[src/rtl/pipe_stage_buf.sv]
// pipe_stage_buf: a parametrised inter-stage pipeline register with a small skid FIFO.
//
// The buffer carries one instruction word plus NCH data lanes between two adjacent
// core stages. It uses valid/ready flow control and holds up to DEPTH entries.
// A flush squashes every held entry. While the buffer is empty it presents a NOP
// bubble on its outputs.
//
// Ports:
//   clk, rst_n             rising-edge clock, asynchronous active-low reset
//   in_valid / in_ready    upstream handshake (in_ready depends on registered state only)
//   in_inst, in_data       upstream instruction and lanes (lane k at [k*DW +: DW])
//   flush                  squash all held entries; takes priority over push and pop
//   out_valid / out_ready  downstream handshake on the head entry
//   out_inst, out_data     head entry, or NOP_INST / zeros when empty
//   count                  current occupancy
//   flushed_cnt            saturating count of valid entries discarded by flush
module pipe_stage_buf #(
  parameter int unsigned        DW       = 32,
  parameter int unsigned        IW       = 32,
  parameter int unsigned        NCH      = 2,
  parameter int unsigned        DEPTH    = 2,
  parameter logic [IW-1:0]      NOP_INST = '0
) (
  input  logic                       clk,
  input  logic                       rst_n,
  input  logic                       in_valid,
  output logic                       in_ready,
  input  logic [IW-1:0]              in_inst,
  input  logic [NCH*DW-1:0]          in_data,
  input  logic                       flush,
  output logic                       out_valid,
  input  logic                       out_ready,
  output logic [IW-1:0]              out_inst,
  output logic [NCH*DW-1:0]          out_data,
  output logic [$clog2(DEPTH+1)-1:0] count,
  output logic [7:0]                 flushed_cnt
);

  localparam int unsigned CW = $clog2(DEPTH + 1);
  localparam int unsigned PW = (DEPTH > 1) ? $clog2(DEPTH) : 1;
  localparam int unsigned LW = NCH * DW;

  logic [IW-1:0] inst_mem [DEPTH];
  logic [LW-1:0] data_mem [DEPTH];
  logic [PW-1:0] rd_ptr;
  logic [PW-1:0] wr_ptr;
  logic          push;
  logic          pop;
  logic [8:0]    flush_sum;

  // The pointers wrap explicitly at DEPTH-1, so DEPTH does not have to be a power of two.
  function automatic logic [PW-1:0] ptr_inc(input logic [PW-1:0] p);
    return (p == PW'(DEPTH - 1)) ? '0 : p + PW'(1);
  endfunction

  assign in_ready  = (count < CW'(DEPTH));
  assign out_valid = (count != '0);
  assign push      = in_valid && in_ready && !flush;
  assign pop       = out_valid && out_ready && !flush;

  // The outputs are forced to a bubble whenever count is zero. Reset clears count
  // asynchronously, so the bubble appears as soon as rst_n falls.
  assign out_inst = out_valid ? inst_mem[rd_ptr] : NOP_INST;
  assign out_data = out_valid ? data_mem[rd_ptr] : '0;

  always_comb begin
    flush_sum = {1'b0, flushed_cnt} + 9'(count);
  end

  // The storage array needs no reset: its contents are never visible while count is 0.
  always_ff @(posedge clk) begin
    if (push) begin
      inst_mem[wr_ptr] <= in_inst;
      data_mem[wr_ptr] <= in_data;
    end
  end

  always_ff @(posedge clk or negedge rst_n) begin
    if (!rst_n) begin
      count       <= '0;
      rd_ptr      <= '0;
      wr_ptr      <= '0;
      flushed_cnt <= '0;
    end else if (flush) begin
      count       <= '0;
      rd_ptr      <= '0;
      wr_ptr      <= '0;
      flushed_cnt <= flush_sum[8] ? 8'hFF : flush_sum[7:0];
    end else begin
      if (push) wr_ptr <= ptr_inc(wr_ptr);
      if (pop)  rd_ptr <= ptr_inc(rd_ptr);
      case ({push, pop})
        2'b10:   count <= count + CW'(1);
        2'b01:   count <= count - CW'(1);
        default: count <= count;
      endcase
    end
  end

endmodule

[config.mk]
export PLATFORM = sky130hd
export DESIGN_NAME = pipe_stage_buf
export DESIGN_NICKNAME = d
export VERILOG_FILES = /design/src/rtl/pipe_stage_buf.sv
export SDC_FILE = /design/constraint.sdc
export NUM_CORES = 1
export LEC_CHECK = 0
export ABC_AREA = 1
export CAP_MARGIN = 15
export CELL_PAD_IN_SITES_DETAIL_PLACEMENT = 1
export CELL_PAD_IN_SITES_GLOBAL_PLACEMENT = 2
export CORE_UTILIZATION = 46
export CTS_BUF_LIST = sky130_fd_sc_hd__clkbuf_8
export DETAILED_ROUTE_END_ITERATION = 10
export DONT_BUFFER_PORTS = 1
export GPL_TIMING_DRIVEN = 0
export MAX_ROUTING_LAYER = met4
export PLACE_DENSITY = 0.89
export SYNTH_ARGS = -nofsm -noshare
export SYNTH_HDL_FRONTEND = slang
export SYNTH_SLANG_ARGS = --single-unit
[constraint.sdc]
create_clock -name clk -period 10.5 [get_ports clk]
set_input_delay 1.05 -clock clk [delete_from_list [all_inputs] [get_ports clk]]
set_output_delay 1.05 -clock clk [all_outputs]
set_load 0.02 [all_outputs]
==> results of run 1 <==
how the worst min path moves through the flow:
| stage | depth (start not counted) | from | end | slack, ns |
|---|---|---|---|---|
| after detailed placement | 2 | wr_ptr | wr_ptr | 0.64 |
| final | 0 | rst_n | rd_ptr | 0.22 |
| after floorplan | 2 | wr_ptr | wr_ptr | 0.52 |
| after global routing | 0 | rst_n | flushed_cnt[6] | 0.19 |
| after CTS | 0 | rst_n | rd_ptr | 0.19 |
| after global placement | 2 | wr_ptr | wr_ptr | 0.53 |
sequential cells by signal, indices dropped and copies added, names as in the netlist:
signal       count
wr_ptr           1
flushed_cnt      8
data_mem       128
count            2
rd_ptr           1
inst_mem        64
routing by layer:
| metal | GRT usage [%] | share of wire (%) | up-vias |
|---|---|---|---|
| li1 | - | - | 2196 |
| met1 | 21.7 | 36 | 2279 |
| met2 | 35.3 | 51 | 180 |
| met3 | 8.08 | 9.1 | 47 |
| met4 | 9.20 | 3.2 | 0 |
| met5 | - | 0 | - |
cells in the final DEF, fill, tap and decap left out, types with 2 or more instances in the layout:
master	count
nand2_1	216
o21ai_1	3
nor2_1	5
inv_1	20
buf_4	7
nor2_4	3
clkbuf_1	5
buf_6	2
nand3_1	10
a21oi_1	97
dfrtp_1	12
buf_2	19
xor2_1	2
nor2_2	2
nor3_1	3
o21ai_0	5
clkbuf_8	35
clkinv_1	5
clkinvlp_4	3
buf_12	5
clkinv_2	2
inv_2	3
ha_1	2
edfxtp_1	192
per-stage QoR:
stage	instances	setup WS, ns	instance area (um^2)
after floorplan	604	4.46	7860
after CTS	885	7.25	8870
after global routing	885	7.20	8870
after detailed placement	830	7.48	8270
final	885	7.30	8870
after global placement	824	2.36	8130
cell type report:
type                            count  area [um^2]
Clock buffer                       35          482
Buffer                             33          189
Fill cell                        1685         7770
Timing Repair Buffer                6          128
Multi-Input combinational cell    353         1560
Tap cell                          220          275
Inverter                           14         52.6
Clock inverter                     20          115
Sequential cell                   204         6070
power breakdown:
part / internal, W / switching (W)
clock network: 0.000332 / 0.000299
logic: 0.000142 / 0.000545
registers: 0.000986 / 0.0000641
total: 0.00146 / 0.000908
cell families after synthesis:
family          after synthesis  synth area share [%]
buf+inv                      47                  3.07
simple gates                242                  12.1
fa+ha+maj                     3                 0.573
flops                       204                  77.2
compound gates              106                  6.79
xor+xnor                      2                 0.223
synthesized netlist by cell type (all sizes together):
cell type and n:
buf 28, fa 1, xor2 2, edfxtp 192
a21oi 97, inv 14, o21ai 8, clkbuf 5
or2 1, nor3 4, o21bai 1, nand3 11
ha 2, nand2 216, nor2 10, dfrtp 12
==> out/results.tsv, run 1 <==
metric	value	unit
worst path bufs/invs	2	
final hold viol count	0	
RR Endpoint	data_mem[0][15]	
CP Capture Type	output port	
power per cell area	267	nW/um^2
FP Rows	47	
Slowest cell on crit path	dfrtp_1	
#FFs+latches synth	204	
Post-Route Setup TNS	0	ns
H-tree levels	2	
Worst-path clk slew	0.06	ns
CP Depth	4	
total clock sinks	204	
sequential fraction of the synthesis area	77.2	%
synthesized cell area	7860	um^2
post-CTS resize count	0	
vias in the first global route	4991	
worst hold path type	input pin to async pin	
Final period util	30.5	%
arrival time at the worst endpoint	2.15	ns
power consumption	0.00237	W
status	finished clean	
startpoint types	flip-flop	
Inserted Clock Buffers	35	
top cells by area, synth	edfxtp_1, nand2_1, a21oi_1	
flop-to-flop setup slack	8.07	ns
min Tclk post-route	3.20	ns
Post-Syn Instances	604	
Setup-failing EPs final	0	
drt initial violations	196	
DR WL/cell	20.2	um
WHS	0.223	ns
Mean Syn Cell Area	13.0	um^2
Synth warnings	0	
max_cap viols	0	
CP peak stage delay	0.63	ns
crit path max fanout	10	
Distinct cells, synth	24	
GPL Wtd Cong	0.771	
relative slew slack	57.3	%
reg-to-reg critical path startpoint	count[1]	
length of the first detailed-routing pass in iterations	4	
crit path to	out_data[36]	
clk_lat worst skew	0.52	ns
Core ar.	16600	um^2
Remaining DRCs	0	
fraction of layout cells with a size suffix above 1	12.9	%
clock root cell	clkbuf_8	
initial antenna violation count	0	
detailed-route via count	4702	
Starting Density	47.2	%
f_max	0.312	GHz
CTS max path bufs	3	
gr usage total	20.9	%
first-pass GRT wire length	26900	um
Hold Buf Count CTS	0	
max-slew violations	0	
post-synth top area cell	edfxtp_1	
CTS tree	yes	
Overflow after GRT	0	
IO Count	209	
fin nets	751	
CP cell instances	nor2_4, buf_4, buf_2, a21oi_1	
count of input and output buffers	0	
Vias per Instance	5.31	
Die Height	133	um
critical path launch point	count[1]	
Worst Reg-to-Reg Cells	5	
Antenna Nets Post-Route	0	
Die X	133	um
post-DP HPWL	12400	um
routed wire length	17900	um
post-CTS setup buffer count	0	
WS Path Type	flip-flop to output port	
worst-margin pin slew	0.638	ns
Syn Nets	708	
Area Overhead vs Synth	12.9	%
fin util	53.3	%
Setup Skew	0.0101	ns
Req. time, crit path	9.45	ns
Peak VDD IR	127	uV
crit-path leading delay family	flip-flops	
RSZ-0062 raised after global routing	no	
Diodes inserted	0	
Die ar.	17600	um^2
area share of the largest cell type after synthesis	73.4	%
Pleak	3.18	nW
pin count of the biggest net entering global routing	35	
No activity file was read; power rests on OpenSTA's default activity.
==> run 2, diff against run 1 <==
Settings changed: CORE_UTILIZATION 46 to 43, PLACE_DENSITY 0.89 to 0.84.
Clock period 10.5 ns to 2.95 ns, I/O delays scaled along.
==> out/results.tsv, run 2 (synthesis results as in run 1) <==
metric	value	unit
arrival time at the worst endpoint	2.64	ns
total placed instance area	8280	um^2
flop-to-flop setup slack	0.50	ns
WS Path Type	flip-flop to flip-flop	
IO Count	209	
Post-Route Setup TNS	0	ns
worst-margin pin slew	0.633	ns
RR Endpoint	data_mem[0][30]	
Worst Reg-to-Reg Cells	5	
Die Height	137	um
Core ar.	17900	um^2
Largest regs	data_mem: 128 flops, inst_mem: 64 flops, flushed_cnt: 8 flops	
reg-to-reg critical path startpoint	count[1]	
crit path max fanout	33	
detailed-route via count	5236	
Overflow after GRT	0	
max FFs per register	128	
CTS max path bufs	3	
clock root cell	clkbuf_8	
f_max	0.408	GHz
Pleak	3.62	nW
max-slew violations	0	
CTS tree	yes	
FP Rows	49	
power consumption	0.00870	W
Antenna Nets Post-Route	0	
Inserted Clock Buffers	35	
count of input and output buffers	0	
H-tree levels	2	
critical path launch point	count[1]	
Setup Skew	0.0198	ns
Setup-failing EPs final	0	
status	finished clean	
Vias per Instance	5.24	
Final period util	83.1	%
Area Overhead vs Synth	25.9	%
Req. time, crit path	3.14	ns
vias in the first global route	5692	
Reg with most FFs	data_mem	
first-pass GRT wire length	30200	um
relative slew slack	57.7	%
WHS	0.0574	ns
post-DP HPWL	12400	um
startpoint types	flip-flop	
min Tclk post-route	2.45	ns
max_cap viols	0	
gr usage total	22.2	%
most frequent cells in the layout	nand2_1, edfxtp_1, dlygate4sd3_1, a21oi_1, clkbuf_8	
Die ar.	18800	um^2
DR WL/cell	20.2	um
design area	9890	um^2
CP Capture Type	flip-flop	
Remaining DRCs	0	
fin util	55.3	%
fin nets	849	
initial antenna violation count	2	
RSZ-0062 raised after global routing	no	
total clock sinks	204	
clk_lat worst skew	0.50	ns
routed wire length	20200	um
power per cell area	879	nW/um^2
final hold viol count	0	
worst hold path type	input pin to flip-flop	
length of the first detailed-routing pass in iterations	4	
fraction of layout cells with a size suffix above 1	11.5	%
Peak VDD IR	546	uV
Starting Density	43.9	%
crit path to	data_mem[0][30]	
Die X	137	um
drt initial violations	225	
pin count of the biggest net entering global routing	34	
Worst-path clk slew	0.06	ns
commonest non-fill, non-tap cell in the layout	nand2_1	
GPL Wtd Cong	0.747	
[run 2: worst min-delay path by stage]
stage	startpoint	endpoint	slack, ns	depth (start not counted)
3_3_place_gp	rst_n	flushed_cnt[5]	-0.0002	0
2_1_floorplan	rst_n	count[0]	-0.0006	0
5_1_grt	flush	rd_ptr	0.04	2
6_report	flush	rd_ptr	0.06	2
3_5_place_dp	rst_n	flushed_cnt[6]	-0.0003	0
4_1_cts	flush	rd_ptr	0.03	2
[run 2: final cells by class]
class | instances | area [um^2]
Fill cell | 1837 | 8010
Sequential cell | 204 | 6070
Multi-Input combinational cell | 353 | 1560
Timing Repair Buffer | 104 | 1100
Clock buffer | 37 | 509
Tap cell | 229 | 287
Buffer | 33 | 189
Clock inverter | 23 | 121
Inverter | 14 | 52.6
Antenna cell | 2 | 5.00
[run 2: repair_timing]
| item | in CTS | in global routing |
|---|---|---|
| gates resized for setup | 0 | 0 |
| hold buffers | 98 | 0 |
| endpoints found under the setup margin | 0 | 0 |
| hold endpoints to repair | 205 | 0 |
| buffers inserted | 0 | 0 |
[run 2: where the power goes]
part           switching (W)  total [W]  internal, W
clock network        0.00110    0.00234      0.00124
registers           0.000238    0.00374      0.00351
logic                0.00202    0.00261     0.000590
[run 2: routing by layer]
metal / vias up / track usage (%) / share of wire (%)
li1: 2395 / - / -
met1: 2598 / 24.1 / 38
met2: 195 / 39.0 / 53
met3: 48 / 6.19 / 6.8
met4: 0 / 7.63 / 2.5
met5: - / - / 0
[run 2: critical path: stages, from the launching register on]
cell,delay [ns]
dfrtp_1,0.54
inv_2,0.28
nand3_1,0.23
nor2_4,0.54
buf_12,0.27
buf_12,0.23
[run 2: through the flow]
step / cells / setup slack [ns]
global placement: 833 / -2.26
CTS: 997 / 0.459
global route: 999 / 0.338
floorplan: 604 / -0.873
finish: 999 / 0.500
detailed placement: 839 / 0.504
==> run 3, diff against run 2 <==
Clock period 2.95 ns to 2.3 ns, I/O delays scaled along.
==> out/results.tsv, run 3 (synthesis results as in run 1) <==
metric	value	unit
fin nets	856	
worst hold path type	input pin to flip-flop	
worst setup margin	0.0305	ns
WS Path Type	flip-flop to output port	
vias in the first global route	5713	
fraction of layout cells with a size suffix above 1	22.4	%
Area Overhead vs Synth	31.5	%
Req. time, crit path	2.07	ns
clock root cell	clkbuf_8	
Reg with most FFs	data_mem	
max-slew violations	0	
Worst-path clk slew	0.06	ns
worst-margin pin slew	0.613	ns
max FFs per register	128	
RSZ-0062 raised after global routing	yes	
GPL Wtd Cong	0.763	
clk_lat worst skew	0.52	ns
detailed-route via count	5249	
Starting Density	43.9	%
dpl ws	0.170	ns
Final period util	98.7	%
DR WL/cell	21.0	um
total clock sinks	204	
Die ar.	18800	um^2
routed wire length	21100	um
Antenna Nets Post-Route	0	
pin count of the biggest net entering global routing	32	
Die Height	137	um
min Tclk post-route	2.27	ns
initial antenna violation count	1	
fillers	1776	
FP Rows	49	
CTS max path bufs	3	
Vias per Instance	5.21	
post-DP HPWL	12500	um
length of the first detailed-routing pass in iterations	4	
relative slew slack	59.0	%
power per cell area	1130	nW/um^2
Overflow after GRT	0	
CP Capture Type	output port	
final hold viol count	0	
first-pass GRT wire length	30100	um
most frequent cells in the layout	nand2_1, edfxtp_1, dlygate4sd3_1, a21oi_2, clkbuf_8	
gr usage total	22.1	%
CTS tree	yes	
Inserted Clock Buffers	36	
Largest regs	data_mem: 128 flops, inst_mem: 64 flops, flushed_cnt: 8 flops	
f_max	0.441	GHz
crit path max fanout	10	
Die X	137	um
startpoint types	flip-flop	
commonest non-fill, non-tap cell in the layout	nand2_1	
IO Count	209	
Remaining DRCs	0	
status	finished clean	
drt initial violations	183	
WHS	0.0619	ns
max_cap viols	0	
H-tree levels	2	
Core ar.	17900	um^2
Setup-failing EPs final	0	
Setup Skew	0.0238	ns
count of input and output buffers	0	
Peak VDD IR	698	uV
arrival time at the worst endpoint	2.04	ns
Pleak	3.68	nW
## run 3: area by class of cell
type                    instances  area [um^2]  share of cell area [%]
plain buffers                  33          199                    1.93
clock inverters                25          106                    1.03
multi-input cells             353         1910                    18.5
clock buffers                  38          523                    5.06
diodes                          1         2.50                  0.0242
repair buffers                110         1180                    11.4
well taps                     229          287                    2.77
flip-flops and latches        204         6070                    58.7
inverters                      14         55.1                   0.533
## run 3: worst paths after layout
kind	from	to	slack, ns	cells after the start
min in group asynchronous	rst_n	flushed_cnt[4]	0.18	1
setup / recovery	count[0]	out_data[5]	0.03	4
max in group asynchronous	rst_n	count[1]	1.68	1
hold / removal	in_valid	count[1]	0.06	4
setup reg to reg	count[1]	inst_mem[0][22]	0.18	5
hold reg to reg	wr_ptr	wr_ptr	0.66	2
## run 3: power breakdown
part | switching, W | internal [W] | total, W
Clock | 0.00144 | 0.00153 | 0.00297
Combinational | 0.00291 | 0.000991 | 0.00391
Sequential | 0.000309 | 0.00450 | 0.00481
Total | 0.00466 | 0.00702 | 0.0117
## run 3: metal layers
layer  vias up  GRT usage [%]  part of all wire [%]
met3        42           6.26                   7.5
li1       2418              -                     -
met4         0           7.81                   2.3
met1      2590           24.8                    39
met5         -              -                     0
met2       199           37.7                    51
## run 3: critical path, cell delays in order (launching register included)
cell     delay, ns
dfrtp_1       0.58
nor2_4        0.12
buf_12        0.15
buf_2         0.21
a21oi_1       0.47
## run 3: metrics by stage
step / std cells / power, W / utilization [%] / instance area [um^2] / TNS, ns
floorplan: 604 / 0.00727 / - / 7890 / -57.76
global placement: 833 / 0.00790 / 45.7 / 8170 / -207.11
detailed placement: 839 / 0.00806 / 46.4 / 8310 / 0
finish: 1007 / 0.0117 / 57.7 / 10300 / 0
global route: 1007 / 0.0122 / 57.7 / 10300 / -0.114
CTS: 1006 / 0.0114 / 56.3 / 10100 / 0
## run 3: timing repair
item / 4_1_cts / 5_1_grt
setup buffers: 3 / 0
gates resized for setup: 28 / 64
hold buffers: 101 / 0
pin swaps: 1 / 0
hold endpoints to repair: 207 / 0
setup endpoints to repair: 41 / 62
